**src/rtl/unidad_pc_pkg.sv**
```systemverilog
// Shared constants and encodings for the program-counter stage.
// Imported by pc_target_mux and unidad_pc.
package unidad_pc_pkg;

    localparam int          WIDTH_DEF        = 32;
    localparam logic [31:0] RESET_VECTOR_DEF = 32'h0000_0000;

    typedef enum logic {
        S_BOOT = 1'b0,
        S_RUN  = 1'b1
    } state_e;

    typedef enum logic [1:0] {
        SEL_SEQ = 2'd0,
        SEL_BR  = 2'd1,
        SEL_J   = 2'd2,
        SEL_JR  = 2'd3
    } sel_e;

endpackage

```
**src/rtl/unidad_pc_pc_target_mux.sv**
```systemverilog
// Combinational next-PC target computation and priority select.
// Priority is jr > jump > branch_taken > sequential.
module pc_target_mux
    import unidad_pc_pkg::*;
#(
    parameter int WIDTH = WIDTH_DEF
) (
    input  logic [WIDTH-1:0] pc,
    input  logic             branch_taken,
    input  logic [WIDTH-1:0] branch_base,
    input  logic [WIDTH-1:0] shifted_imm,
    input  logic             jump,
    input  logic [25:0]      jump_index,
    input  logic             jr,
    input  logic [WIDTH-1:0] jr_addr,
    output logic [WIDTH-1:0] next_pc,
    output logic [1:0]       sel,
    output logic             jr_misaligned
);

    sel_e sel_c;

    always_comb begin
        sel_c   = SEL_SEQ;
        next_pc = pc + WIDTH'(4);
        if (jr) begin
            sel_c   = SEL_JR;
            next_pc = {jr_addr[WIDTH-1:2], 2'b00};
        end else if (jump) begin
            sel_c   = SEL_J;
            next_pc = {branch_base[WIDTH-1:28], jump_index, 2'b00};
        end else if (branch_taken) begin
            sel_c   = SEL_BR;
            next_pc = branch_base + shifted_imm;
        end
    end

    assign sel           = sel_c;
    assign jr_misaligned = jr && (jr_addr[1:0] != 2'b00);

endmodule

```
**src/rtl/unidad_pc.sv**
```systemverilog
// Program-counter stage: PC register, boot FSM, registered flush and misalign pulse.
//   state  | meaning
//   S_BOOT | one bubble after reset, pc held, fetch invalid
//   S_RUN  | normal fetch, pc follows selected target
module unidad_pc
    import unidad_pc_pkg::*;
#(
    parameter int               WIDTH        = WIDTH_DEF,
    parameter logic [WIDTH-1:0] RESET_VECTOR = WIDTH'(RESET_VECTOR_DEF)
) (
    input  logic             clk,
    input  logic             reset,
    input  logic             stall,
    input  logic             branch_taken,
    input  logic [WIDTH-1:0] branch_base,
    input  logic [WIDTH-1:0] shifted_imm,
    input  logic             jump,
    input  logic [25:0]      jump_index,
    input  logic             jr,
    input  logic [WIDTH-1:0] jr_addr,
    output logic [WIDTH-1:0] pc,
    output logic [WIDTH-1:0] pc_plus4,
    output logic             fetch_valid,
    output logic             flush,
    output logic             addr_misaligned
);

    state_e           state_q, state_d;
    logic [WIDTH-1:0] pc_q, pc_d;
    logic             flush_q, flush_d;
    logic             mis_q, mis_d;

    logic [WIDTH-1:0] next_pc;
    logic [1:0]       sel;
    logic             jr_misaligned;

    pc_target_mux #(.WIDTH(WIDTH)) u_mux (
        .pc            (pc_q),
        .branch_taken  (branch_taken),
        .branch_base   (branch_base),
        .shifted_imm   (shifted_imm),
        .jump          (jump),
        .jump_index    (jump_index),
        .jr            (jr),
        .jr_addr       (jr_addr),
        .next_pc       (next_pc),
        .sel           (sel),
        .jr_misaligned (jr_misaligned)
    );

    always_ff @(posedge clk or posedge reset) begin
        if (reset) begin
            state_q <= S_BOOT;
            pc_q    <= RESET_VECTOR;
            flush_q <= 1'b0;
            mis_q   <= 1'b0;
        end else begin
            state_q <= state_d;
            pc_q    <= pc_d;
            flush_q <= flush_d;
            mis_q   <= mis_d;
        end
    end

    always_comb begin
        state_d = state_q;
        if (state_q == S_BOOT && !stall) begin
            state_d = S_RUN;
        end
    end

    // Datapath next values; stall freezes pc and flush but always clears the misalign pulse.
    always_comb begin
        pc_d    = pc_q;
        flush_d = flush_q;
        mis_d   = 1'b0;
        if (state_q == S_BOOT) begin
            flush_d = 1'b0;
        end else if (!stall) begin
            pc_d    = next_pc;
            flush_d = (sel != SEL_SEQ);
            mis_d   = jr_misaligned;
        end
    end

    always_comb begin
        pc              = pc_q;
        pc_plus4        = pc_q + WIDTH'(4);
        fetch_valid     = (state_q == S_RUN);
        flush           = flush_q;
        addr_misaligned = mis_q;
    end

endmodule

```
**config.mk**
```make
export PLATFORM = sky130hd
export DESIGN_NAME = unidad_pc
export DESIGN_NICKNAME = d
export VERILOG_FILES = /design/src/rtl/unidad_pc_pkg.sv /design/src/rtl/unidad_pc_pc_target_mux.sv /design/src/rtl/unidad_pc.sv
export SDC_FILE = /design/constraint.sdc
export NUM_CORES = 1
export LEC_CHECK = 0
export ABC_AREA = 1
export BUFFER_PORTS_ARGS = -buffer_cell sky130_fd_sc_hd__buf_2
export CAP_MARGIN = 20
export CORE_ASPECT_RATIO = 0.6
export CORE_MARGIN = 4
export CORE_UTILIZATION = 35
export CTS_CLUSTER_DIAMETER = 200
export DETAILED_ROUTE_END_ITERATION = 16
export GPL_TIMING_DRIVEN = 0
export PLACE_DENSITY = 0.64
export SETUP_SLACK_MARGIN = 0.4
export SLEW_MARGIN = 10
export SYNTH_ARGS = -nofsm -noshare
export SYNTH_HDL_FRONTEND = slang
export SYNTH_SLANG_ARGS = --single-unit
```
**constraint.sdc**
```tcl
create_clock -name clk -period 4.9 [get_ports clk]
set_input_delay 0.735 -clock clk [delete_from_list [all_inputs] [get_ports clk]]
set_output_delay 0.735 -clock clk [all_outputs]
set_load 0.005 [all_outputs]
```
======== Yosys cells after proc, flatten, opt, wreduce, memory -nomap -nowiden ========
Cells that the tools add are included.
word-level totals
  input port bits ......................... 128
  register bits ........................... 35
  output and inout port bits .............. 67
cells by class
  equal/unequal tests ..................... 1
  add/sub/neg operators ................... 2
  reduce and logical (&&, ||, !) cells .... 6
  bitwise gates (word level) .............. 2
  muxes and demuxes ....................... 10
operator list
  cell                                           number
  2-to-1 mux 32 bit                              3
  adder 32 x 3 -> 32 bit, second input constant  1
  adder 32 bit                                   1
  2-to-1 mux 1 bit                               5
  2-to-1 mux 2 bit                               2
  nonzero test 2 bit                             2
  logical AND 1 bit                              2
  != test 2 bit, second input constant           1
  NOT 1 bit                                      2
  AND reduction 2 bit                            1
  zero test 1 bit                                1

======== Longest topological paths before layout ========
Gate-level depths: netlist of the first run.
  depth after elaboration ................. 6
  gate-level depth with buffers ........... 16
  depth with buffers taken out ............ 16

======== By module ========
A second synthesis of the first run with hierarchy kept.
unflattened totals
  cells, all modules ...................... 1135
  area total of the unflattened synthesis .. 6183.4 um^2
modules (own cells, without submodules)
  module         times used  sequential area each (um^2)  cells an instance  area an instance (um^2)
  pc_target_mux  1           0.0                          870                4058.9
  unidad_pc      1           875.8                        265                2124.5

======== Worst setup path after synthesis of the first run ========
No wires, ideal clock.
  path type ............................... input port to flip-flop
  start ................................... input port branch_base[0]
  end ..................................... register pc_q[28] (netlist: pc[28])
  library setup time ...................... 116 ps
  stages on the path ...................... 15
  data required time ...................... 4784 ps
  setup slack ............................. 2596 ps
  arrival time ............................ 2187 ps
  buffers on the path ..................... 0
  path through ............................ ha_1 > inv_1 > fa_1 > inv_1 > nand3_1 > nand3_1 > nand3_1 > nand3_1 > nand2_1 > nand3_1 > nand3_1 > nand2_1 > nand2_1 > nand2_1 > nand2_1
between the ends
  word-level cells in the longest chain between the ends .. 4
RTL lines
  what                    line                           source
  start: declaration      unidad_pc.sv:15                input logic [WIDTH-1:0] branch_base,
  adder 32 bit            unidad_pc_pc_target_mux.sv:34  next_pc = branch_base + shifted_imm;
  2-to-1 mux 32 bit       unidad_pc_pc_target_mux.sv:32  end else if (branch_taken) begin
  2-to-1 mux 32 bit       unidad_pc_pc_target_mux.sv:29  end else if (jump) begin
  2-to-1 mux 32 bit       unidad_pc_pc_target_mux.sv:26  if (jr) begin
  end signal: assignment  unidad_pc.sv:59                pc_q <= pc_d;
  end: declaration        unidad_pc.sv:29                logic [WIDTH-1:0] pc_q, pc_d;
Every way passes these cells.
A chain may end at the register's enable or synchronous reset.

======== Final worst setup path of the first run ========
  start ................................... register pc_q[2] (netlist: pc[2])
  end ..................................... output port pc_plus4[14]
between the ends
  word-level cells in the longest chain between the ends .. 1
RTL lines
  what                    line             source
  adder 32 x 3 -> 32 bit  unidad_pc.sv:88  pc_plus4 = pc_q + WIDTH'(4);
  end: declaration        unidad_pc.sv:22  output logic [WIDTH-1:0] pc_plus4,
Every way passes these cells.

==> results of run 1 <==
worst min-delay path by stage:
stage          endpoint   from  depth (start not counted)
2_1_floorplan     pc[0]  pc[0]                          2
3_3_place_gp      pc[0]  pc[0]                          2
3_5_place_dp      flush  flush                          2
4_1_cts           pc[5]  reset                          2
5_1_grt           pc[5]  reset                          2
6_report          pc[5]  reset                          2
synthesized netlist by cell type, types with 2 or more instances:
cell and instances:
sky130_fd_sc_hd__dfrtp_1 35, sky130_fd_sc_hd__nand2_2 2, sky130_fd_sc_hd__buf_4 2, sky130_fd_sc_hd__inv_2 3, sky130_fd_sc_hd__o22ai_1 2, sky130_fd_sc_hd__inv_1 175
sky130_fd_sc_hd__a21oi_1 58, sky130_fd_sc_hd__buf_2 2, sky130_fd_sc_hd__o21bai_1 5, sky130_fd_sc_hd__o211ai_1 6, sky130_fd_sc_hd__nand3b_1 8, sky130_fd_sc_hd__nand2_1 414
sky130_fd_sc_hd__clkbuf_1 15, sky130_fd_sc_hd__ha_1 32, sky130_fd_sc_hd__nand3_1 75, sky130_fd_sc_hd__o21ai_1 11, sky130_fd_sc_hd__o21ai_0 33, sky130_fd_sc_hd__nor2_1 126
sky130_fd_sc_hd__xor2_1 16, sky130_fd_sc_hd__xnor2_1 3, sky130_fd_sc_hd__nor3_1 9, sky130_fd_sc_hd__clkbuf_8 5, sky130_fd_sc_hd__nand4_1 9, sky130_fd_sc_hd__nor2_2 4
sky130_fd_sc_hd__nor3_2 7
through the flow:
| stage | total power, W | worst slack [ns] |
|---|---|---|
| 6_report | 0.00139 | 1.68 |
| 5_1_grt | 0.00149 | 1.58 |
| 4_1_cts | 0.00138 | 1.80 |
| 3_5_place_dp | 0.00105 | 2.09 |
| 3_3_place_gp | 0.00105 | 2.10 |
| 2_1_floorplan | 0.000771 | 2.60 |
worst max-delay path, delay by kind of cell (launching register included):
| family | cells | cell delay (ns) |
|---|---|---|
| simple gates | 3 | 0.72 |
| fa+ha+maj | 1 | 0.43 |
| xor+xnor | 1 | 0.25 |
| buf+inv | 2 | 0.25 |
| flops | 1 | 0.53 |
registers in the layout, indices dropped and copies added (netlist names):
name,count
pc,32
flush,1
addr_misaligned,1
fetch_valid,1
layer usage:
| layer | share of wire [%] | vias up | global-route usage [%] |
|---|---|---|---|
| met2 | 36 | 373 | 35.1 |
| met1 | 51 | 3308 | 42.2 |
| met5 | 0.11 | - | 0 |
| met3 | 12 | 19 | 7.13 |
| li1 | - | 3717 | - |
| met4 | 0.62 | 4 | 2.15 |
report_power, final:
part           switching [W]  internal [W]
clock               0.000138      0.000186
sequential         0.0000559      0.000321
combinational       0.000433      0.000254
kinds of logic (layout without fill, tap and decap cells):
family,Yosys count,after routing,share of synthesized area [%]
compound gates,118,118,11.2
other cells,0,1,0
xor+xnor,19,19,2.96
fa+ha+maj,33,33,7.47
simple gates,658,658,48.1
flops,35,35,15.6
buf+inv,204,405,14.8
cell type report:
cell class | count | area, um2 | share of cell area [%]
clock buffer | 5 | 125 | 1.78
timing repair buffer | 193 | 988 | 14.1
sequential | 35 | 876 | 12.5
clock inverter | 3 | 15.0 | 0.214
inverter | 178 | 668 | 9.53
antenna | 1 | 2.50 | 0.0357
multi-input combinational | 828 | 3920 | 55.9
buffer | 26 | 164 | 2.34
tap | 203 | 254 | 3.62
==> metrics.txt, run 1 <==
# TYPE chip_impl_metric gauge
chip_impl_info{name="status",value="finished clean"} 1
chip_impl_metric{name="fin_worst_skew",unit="ns"} 0.00585
chip_impl_metric{name="port_buffers",unit=""} 192
chip_impl_metric{name="yosysSeqAreaShare",unit="%"} 15.6
chip_impl_metric{name="ys_ff_latch",unit=""} 35
chip_impl_info{name="clockRootBuffer",value="sky130_fd_sc_hd__clkbuf_16"} 1
chip_impl_metric{name="numCtsBuffers",unit=""} 5
chip_impl_metric{name="ys_types",unit=""} 35
chip_impl_info{name="worst_setup_path_startpoint",value="pc[2]"} 1
chip_impl_metric{name="vias",unit=""} 7421
chip_impl_info{name="critical_path_class",value="flop to output pin"} 1
chip_impl_info{name="tritoncts",value="yes"} 1
chip_impl_metric{name="vias_in_the_first_global_route",unit=""} 6754
chip_impl_metric{name="synth.yosys.warnings",unit=""} 0
chip_impl_metric{name="timing.critical_path.arrival",unit="ns"} 2.49
chip_impl_info{name="worstHoldPathType",value="primary input to async pin"} 1
chip_impl_metric{name="die-height",unit="um"} 106
chip_impl_metric{name="clk_transition_reported_paths",unit="ns"} 0.06
chip_impl_info{name="path_common_cell",value="sky130_fd_sc_hd__nor2_2"} 1
chip_impl_metric{name="post_synth.cell_area_avg",unit="um2"} 5.28
chip_impl_metric{name="antenna_found_initial",unit=""} 4
chip_impl_metric{name="synth.net_count",unit=""} 1228
chip_impl_metric{name="io_pins",unit=""} 195
chip_impl_metric{name="worstPathRequired",unit="ns"} 4.16
chip_impl_metric{name="die_area",unit="um2"} 18200
chip_impl_metric{name="synth_edf_count",unit=""} 0
chip_impl_metric{name="final_total_negative_setup_slack",unit="ns"} 0
chip_impl_info{name="critical-path-slowest-cell",value="sky130_fd_sc_hd__dfrtp_1"} 1
chip_impl_metric{name="timing.final.crit_period",unit="ns"} 3.22
chip_impl_metric{name="die-width",unit="um"} 172
chip_impl_metric{name="report.final.slew_viol_count",unit=""} 0
chip_impl_metric{name="global_route.overflow_total",unit=""} 0
chip_impl_metric{name="nets",unit=""} 1428
chip_impl_metric{name="drt.antenna.violating_nets",unit=""} 0
chip_impl_info{name="worst_setup_path_endpoint",value="pc_plus4[14]"} 1
chip_impl_metric{name="postSynth.asyncResetShare",unit="%"} 100
chip_impl_metric{name="drt_pass1_iterations",unit=""} 5
chip_impl_metric{name="postRouteWirelength",unit="um"} 24400
chip_impl_metric{name="period_share",unit="%"} 65.7
chip_impl_metric{name="static-leakage-power",unit="nW"} 4.20
chip_impl_metric{name="placed_area",unit="um2"} 6870
chip_impl_info{name="element_type_at_the_critical_path_start",value="flop"} 1
chip_impl_metric{name="detail_route.vias_per_cell",unit=""} 5.04
chip_impl_metric{name="clock_path_buffers",unit=""} 2
chip_impl_metric{name="post_cts.resized_instances",unit=""} 0
chip_impl_metric{name="finalSetupViolCount",unit=""} 0
chip_impl_info{name="yosys_most_used_dff",value="sky130_fd_sc_hd__dfrtp_1"} 1
chip_impl_metric{name="numClockSinks",unit=""} 35
chip_impl_metric{name="placement_rows",unit=""} 35
chip_impl_metric{name="detail_route.wl_per_cell",unit="um"} 16.6
chip_impl_info{name="yosys-top-cells-area",value="sky130_fd_sc_hd__nand2_1 28%, sky130_fd_sc_hd__dfrtp_1 16%, sky130_fd_sc_hd__inv_1 12%, sky130_fd_sc_hd__nor2_1 8.4%, sky130_fd_sc_hd__ha_1 7.1%"} 1
chip_impl_info{name="timing.rr.end",value="pc[30]"} 1
chip_impl_metric{name="pwr_density_cell",unit="nW/um2"} 198
chip_impl_metric{name="fill_cells",unit=""} 1779
chip_impl_metric{name="initial_core_utilization",unit="%"} 36.2
chip_impl_metric{name="drive_gt1_share",unit="%"} 18.2
chip_impl_metric{name="tightestPinTransition",unit="ns"} 0.765
chip_impl_metric{name="finalHoldViolCount",unit=""} 0
chip_impl_metric{name="reg2regPathDepth",unit=""} 14
chip_impl_info{name="grt_setup_unrepaired",value="no"} 1
chip_impl_metric{name="clock.fmax",unit="MHz"} 310
chip_impl_info{name="setup_crit_end_kind",value="output pin"} 1
chip_impl_metric{name="grt_pass1_wl",unit="um"} 36900
chip_impl_metric{name="relSlewSlack",unit="%"} 49.0
chip_impl_metric{name="layout-area-overhead-vs-synth",unit="%"} 24.6
chip_impl_metric{name="grt_use_total",unit="%"} 26.2
chip_impl_info{name="synth_top_area_cell",value="sky130_fd_sc_hd__nand2_1"} 1
chip_impl_metric{name="final.hold.worst_slack",unit="ns"} 0.452
chip_impl_metric{name="synthesis.instances",unit=""} 1067
chip_impl_metric{name="cts_post_setup_buffers_inserted",unit=""} 0
chip_impl_metric{name="placed_instances",unit=""} 1463
chip_impl_metric{name="ctsHtreeMaxLevel",unit=""} 2
chip_impl_metric{name="drt_iter0_drc",unit=""} 749
chip_impl_metric{name="layout.core_utilization",unit="%"} 45.1
chip_impl_info{name="worst_r2r_startpoint",value="pc[2]"} 1
chip_impl_metric{name="ff2ff_setup_slack",unit="ns"} 2.32
chip_impl_metric{name="finish.instance_area",unit="um2"} 7010
chip_impl_metric{name="path_max_fanout",unit=""} 6
chip_impl_metric{name="gp_routability_congestion",unit=""} 0.987
chip_impl_info{name="layout_commonest_cell",value="sky130_fd_sc_hd__nand2_1"} 1
chip_impl_metric{name="max_cap_violations",unit=""} 0
chip_impl_metric{name="finalNonFillerCells",unit=""} 1472
chip_impl_metric{name="drcViolationCount",unit=""} 0
chip_impl_info{name="layout_common_cells",value="414 x sky130_fd_sc_hd__nand2_1, 194 x sky130_fd_sc_hd__buf_2, 174 x sky130_fd_sc_hd__inv_1, 126 x sky130_fd_sc_hd__nor2_1, 75 x sky130_fd_sc_hd__nand3_1"} 1
chip_impl_metric{name="portion_of_synthesized_cell_area_occupied_by_the_leading_cell_type",unit="%"} 27.6
chip_impl_metric{name="design.core.area",unit="um2"} 15500
chip_impl_info{name="crit_path_cell_trace",value="ha_1 > nand2_1 > nor2_2 > inv_1 > nor2_2 > xor2_1 > buf_2"} 1
chip_impl_metric{name="vdd.ir_drop.worst",unit="mV"} 0.117
chip_impl_metric{name="worstSkewPairLatency",unit="ns"} 0.29
chip_impl_metric{name="grt_start_max_net_pins",unit=""} 20
chip_impl_metric{name="cts_hold_repair.buffers",unit=""} 0
chip_impl_metric{name="syn-cell-area",unit="um2"} 5630
chip_impl_metric{name="dp_hpwl",unit="um"} 20900
chip_impl_metric{name="critical-path-max-stage-delay",unit="ns"} 0.53
Note: power is estimated with default switching activity, not from simulation.
==> run 2, diff against run 1 <==
==> constraint.sdc (replaced) <==
create_clock -name clk -period 3.3 [get_ports clk]
set_input_delay 0.495 -clock clk [delete_from_list [all_inputs] [get_ports clk]]
set_output_delay 0.495 -clock clk [all_outputs]
set_load 0.005 [all_outputs]
==> run 2 against run 1 <==
- clock power rose by 48%
- final cell count did not move
- register-to-register slack got worse by 1.4 ns
- combinational power rose by 48%
- die area did not move
- global-route usage did not move
- critical path depth did not move
- non-clock buffer count did not move
- wire length barely moved
- first-iteration DRC count rose by 2.3%
- clock skew barely moved
- sequential share of layout area barely moved
- critical endpoint unchanged
==> metrics.txt, run 2 (synthesized netlist as in run 1, its figures left out) <==
# TYPE chip_impl_metric gauge
chip_impl_info{name="highest_layer_used_for_signal_routing",value="met5"} 1
chip_impl_metric{name="drive_gt1_share",unit="%"} 18.3
chip_impl_metric{name="grt_start_max_net_pins",unit=""} 20
chip_impl_metric{name="clock_path_buffers",unit=""} 2
chip_impl_info{name="clockRootBuffer",value="sky130_fd_sc_hd__clkbuf_16"} 1
chip_impl_metric{name="numCtsBuffers",unit=""} 5
chip_impl_info{name="worstHoldPathType",value="primary input to async pin"} 1
chip_impl_metric{name="placed_area",unit="um2"} 6870
chip_impl_metric{name="clk_transition_reported_paths",unit="ns"} 0.06
chip_impl_metric{name="layout-area-overhead-vs-synth",unit="%"} 24.7
chip_impl_metric{name="drt.antenna.violating_nets",unit=""} 0
chip_impl_metric{name="nets",unit=""} 1428
chip_impl_metric{name="ctsHtreeMaxLevel",unit=""} 2
chip_impl_metric{name="fin_worst_skew",unit="ns"} 0.00606
chip_impl_metric{name="vias_in_the_first_global_route",unit=""} 6754
chip_impl_info{name="tritoncts",value="yes"} 1
chip_impl_metric{name="tightestPinTransition",unit="ns"} 0.764
chip_impl_metric{name="worstPathRequired",unit="ns"} 2.80
chip_impl_metric{name="grt_pass1_wl",unit="um"} 36900
chip_impl_metric{name="final_total_negative_setup_slack",unit="ns"} 0
chip_impl_metric{name="pwr_density_cell",unit="nW/um2"} 294
chip_impl_metric{name="port_buffers",unit=""} 192
chip_impl_info{name="setup_crit_end_kind",value="output pin"} 1
chip_impl_metric{name="drcViolationCount",unit=""} 0
chip_impl_metric{name="critical-path-max-stage-delay",unit="ns"} 0.52
chip_impl_metric{name="max_cap_violations",unit=""} 0
chip_impl_info{name="critical-path-slowest-cell",value="sky130_fd_sc_hd__dfrtp_1"} 1
chip_impl_metric{name="die-width",unit="um"} 172
chip_impl_metric{name="numClockSinks",unit=""} 35
chip_impl_metric{name="global_route.overflow_total",unit=""} 0
chip_impl_metric{name="timing.critical_path.arrival",unit="ns"} 2.27
chip_impl_metric{name="met3WireLength",unit="um"} 3100
chip_impl_metric{name="critical_path_depth",unit=""} 7
chip_impl_metric{name="die-height",unit="um"} 106
chip_impl_metric{name="drt_iter0_drc",unit=""} 766
chip_impl_metric{name="detail_route.wl_per_cell",unit="um"} 16.6
chip_impl_info{name="status",value="finished clean"} 1
chip_impl_metric{name="postRouteWirelength",unit="um"} 24400
chip_impl_metric{name="vias",unit=""} 7443
chip_impl_metric{name="finish.instance_area",unit="um2"} 7020
chip_impl_metric{name="design.core.area",unit="um2"} 15500
chip_impl_info{name="layout_commonest_cell",value="sky130_fd_sc_hd__nand2_1"} 1
chip_impl_metric{name="route.layer.met1.wl",unit="um"} 12300
chip_impl_metric{name="static-leakage-power",unit="nW"} 4.20
chip_impl_metric{name="cts_post_setup_buffers_inserted",unit=""} 0
chip_impl_info{name="critical_path_class",value="flop to output pin"} 1
chip_impl_metric{name="initial_core_utilization",unit="%"} 36.2
chip_impl_metric{name="report.final.slew_viol_count",unit=""} 0
chip_impl_metric{name="gp_routability_congestion",unit=""} 0.987
chip_impl_info{name="cpLargestDelayFamily",value="simple AND/OR/NAND/NOR gates"} 1
chip_impl_metric{name="detail_route.vias_per_cell",unit=""} 5.06
chip_impl_metric{name="timing.final.crit_period",unit="ns"} 2.77
chip_impl_metric{name="path_max_fanout",unit=""} 6
chip_impl_metric{name="final-seq-area",unit="um2"} 876
chip_impl_metric{name="vdd.ir_drop.worst",unit="mV"} 0.173
chip_impl_metric{name="drt_pass1_iterations",unit=""} 5
chip_impl_metric{name="relSlewSlack",unit="%"} 49.0
chip_impl_metric{name="multiInputGateArea",unit="um2"} 3930
chip_impl_metric{name="finalHoldViolCount",unit=""} 0
chip_impl_info{name="grt_setup_unrepaired",value="no"} 1
chip_impl_metric{name="worst-path-buf-inv",unit=""} 2
chip_impl_metric{name="finalSetupViolCount",unit=""} 0
chip_impl_metric{name="reg2regPathDepth",unit=""} 14
chip_impl_metric{name="layout.core_utilization",unit="%"} 45.2
chip_impl_metric{name="io_pins",unit=""} 195
chip_impl_info{name="layout_common_cells",value="414 x sky130_fd_sc_hd__nand2_1, 194 x sky130_fd_sc_hd__buf_2, 174 x sky130_fd_sc_hd__inv_1, 126 x sky130_fd_sc_hd__nor2_1, 75 x sky130_fd_sc_hd__nand3_1"} 1
chip_impl_metric{name="worstSkewPairLatency",unit="ns"} 0.29
chip_impl_metric{name="largest_register_ff_count",unit=""} 32
chip_impl_metric{name="die_area",unit="um2"} 18200
chip_impl_metric{name="cts_hold_repair.buffers",unit=""} 0
chip_impl_metric{name="fill_cells",unit=""} 1779
chip_impl_metric{name="dp_hpwl",unit="um"} 20900
chip_impl_info{name="element_type_at_the_critical_path_start",value="flop"} 1
chip_impl_metric{name="grt_use_total",unit="%"} 26.2
chip_impl_metric{name="antenna_found_initial",unit=""} 4
chip_impl_info{name="crit_path_cell_trace",value="ha_2 > nand2_1 > nor2_4 > inv_1 > nor2_2 > xor2_1 > buf_2"} 1
chip_impl_metric{name="placement_rows",unit=""} 35
chip_impl_metric{name="clock.fmax",unit="MHz"} 362
chip_impl_metric{name="period_share",unit="%"} 83.8
chip_impl_metric{name="total_length_of_routed_met2_wires",unit="um"} 8860
-- run 2: stage by stage --
step	worst slack [ns]	power [W]	hold WS, ns	cells
detailed placement	0.726	0.00157	0.495	1463
CTS	0.444	0.00205	0.221	1471
floorplan	1.24	0.00114	0.498	1067
global placement	0.741	0.00156	0.506	1462
finish	0.535	0.00206	0.214	1472
global route	0.430	0.00222	0.248	1472
-- run 2: area by class of cell --
cell class                 count  share of cell area, %
multi-input combinational    828                   56.0
timing repair buffer         193                   14.1
sequential                    35                   12.5
inverter                     178                   9.52
tap                          203                   3.62
buffer                        26                   2.33
clock buffer                   5                   1.78
clock inverter                 3                  0.214
antenna                        1                 0.0356
-- run 2: final timing paths --
check	startpoint	slack [ns]	to
worst max-delay path	pc[2]	0.53	pc_plus4[14]
worst min-delay path	reset	0.21	pc[5]
worst max register to register	pc[2]	0.94	pc[30]
worst min register to register	flush	0.52	flush
max in group asynchronous	reset	2.61	pc[31]
min in group clk	stall	0.41	fetch_valid
-- run 2: per-layer routing --
metal,vias to the layer above,track usage (%)
met5,-,0
met4,4,2.15
met3,18,7.13
met2,376,35.1
met1,3327,42.2
li1,3718,-
-- run 2: worst register-to-register path, delay by kind of cell, from the launching register on --
family / cells / cell delay, ns
buffers and inverters: 2 / 0.14
adders and majority gates: 1 / 0.36
DFF: 1 / 0.52
AOI/OAI and AO/OA: 1 / 0.17
and+or+nand+nor: 10 / 1.06
-- run 2: where the power goes --
part / switching [W] / internal (W)
Clock: 0.000204 / 0.000276
Combinational: 0.000644 / 0.000378
Sequential: 0.0000830 / 0.000476
Total: 0.000931 / 0.00113
-- run 2: timing repair --
action	CTS	global route
hold endpoints to repair	0	0
resized for setup	0	2
endpoints found under the setup margin	0	5
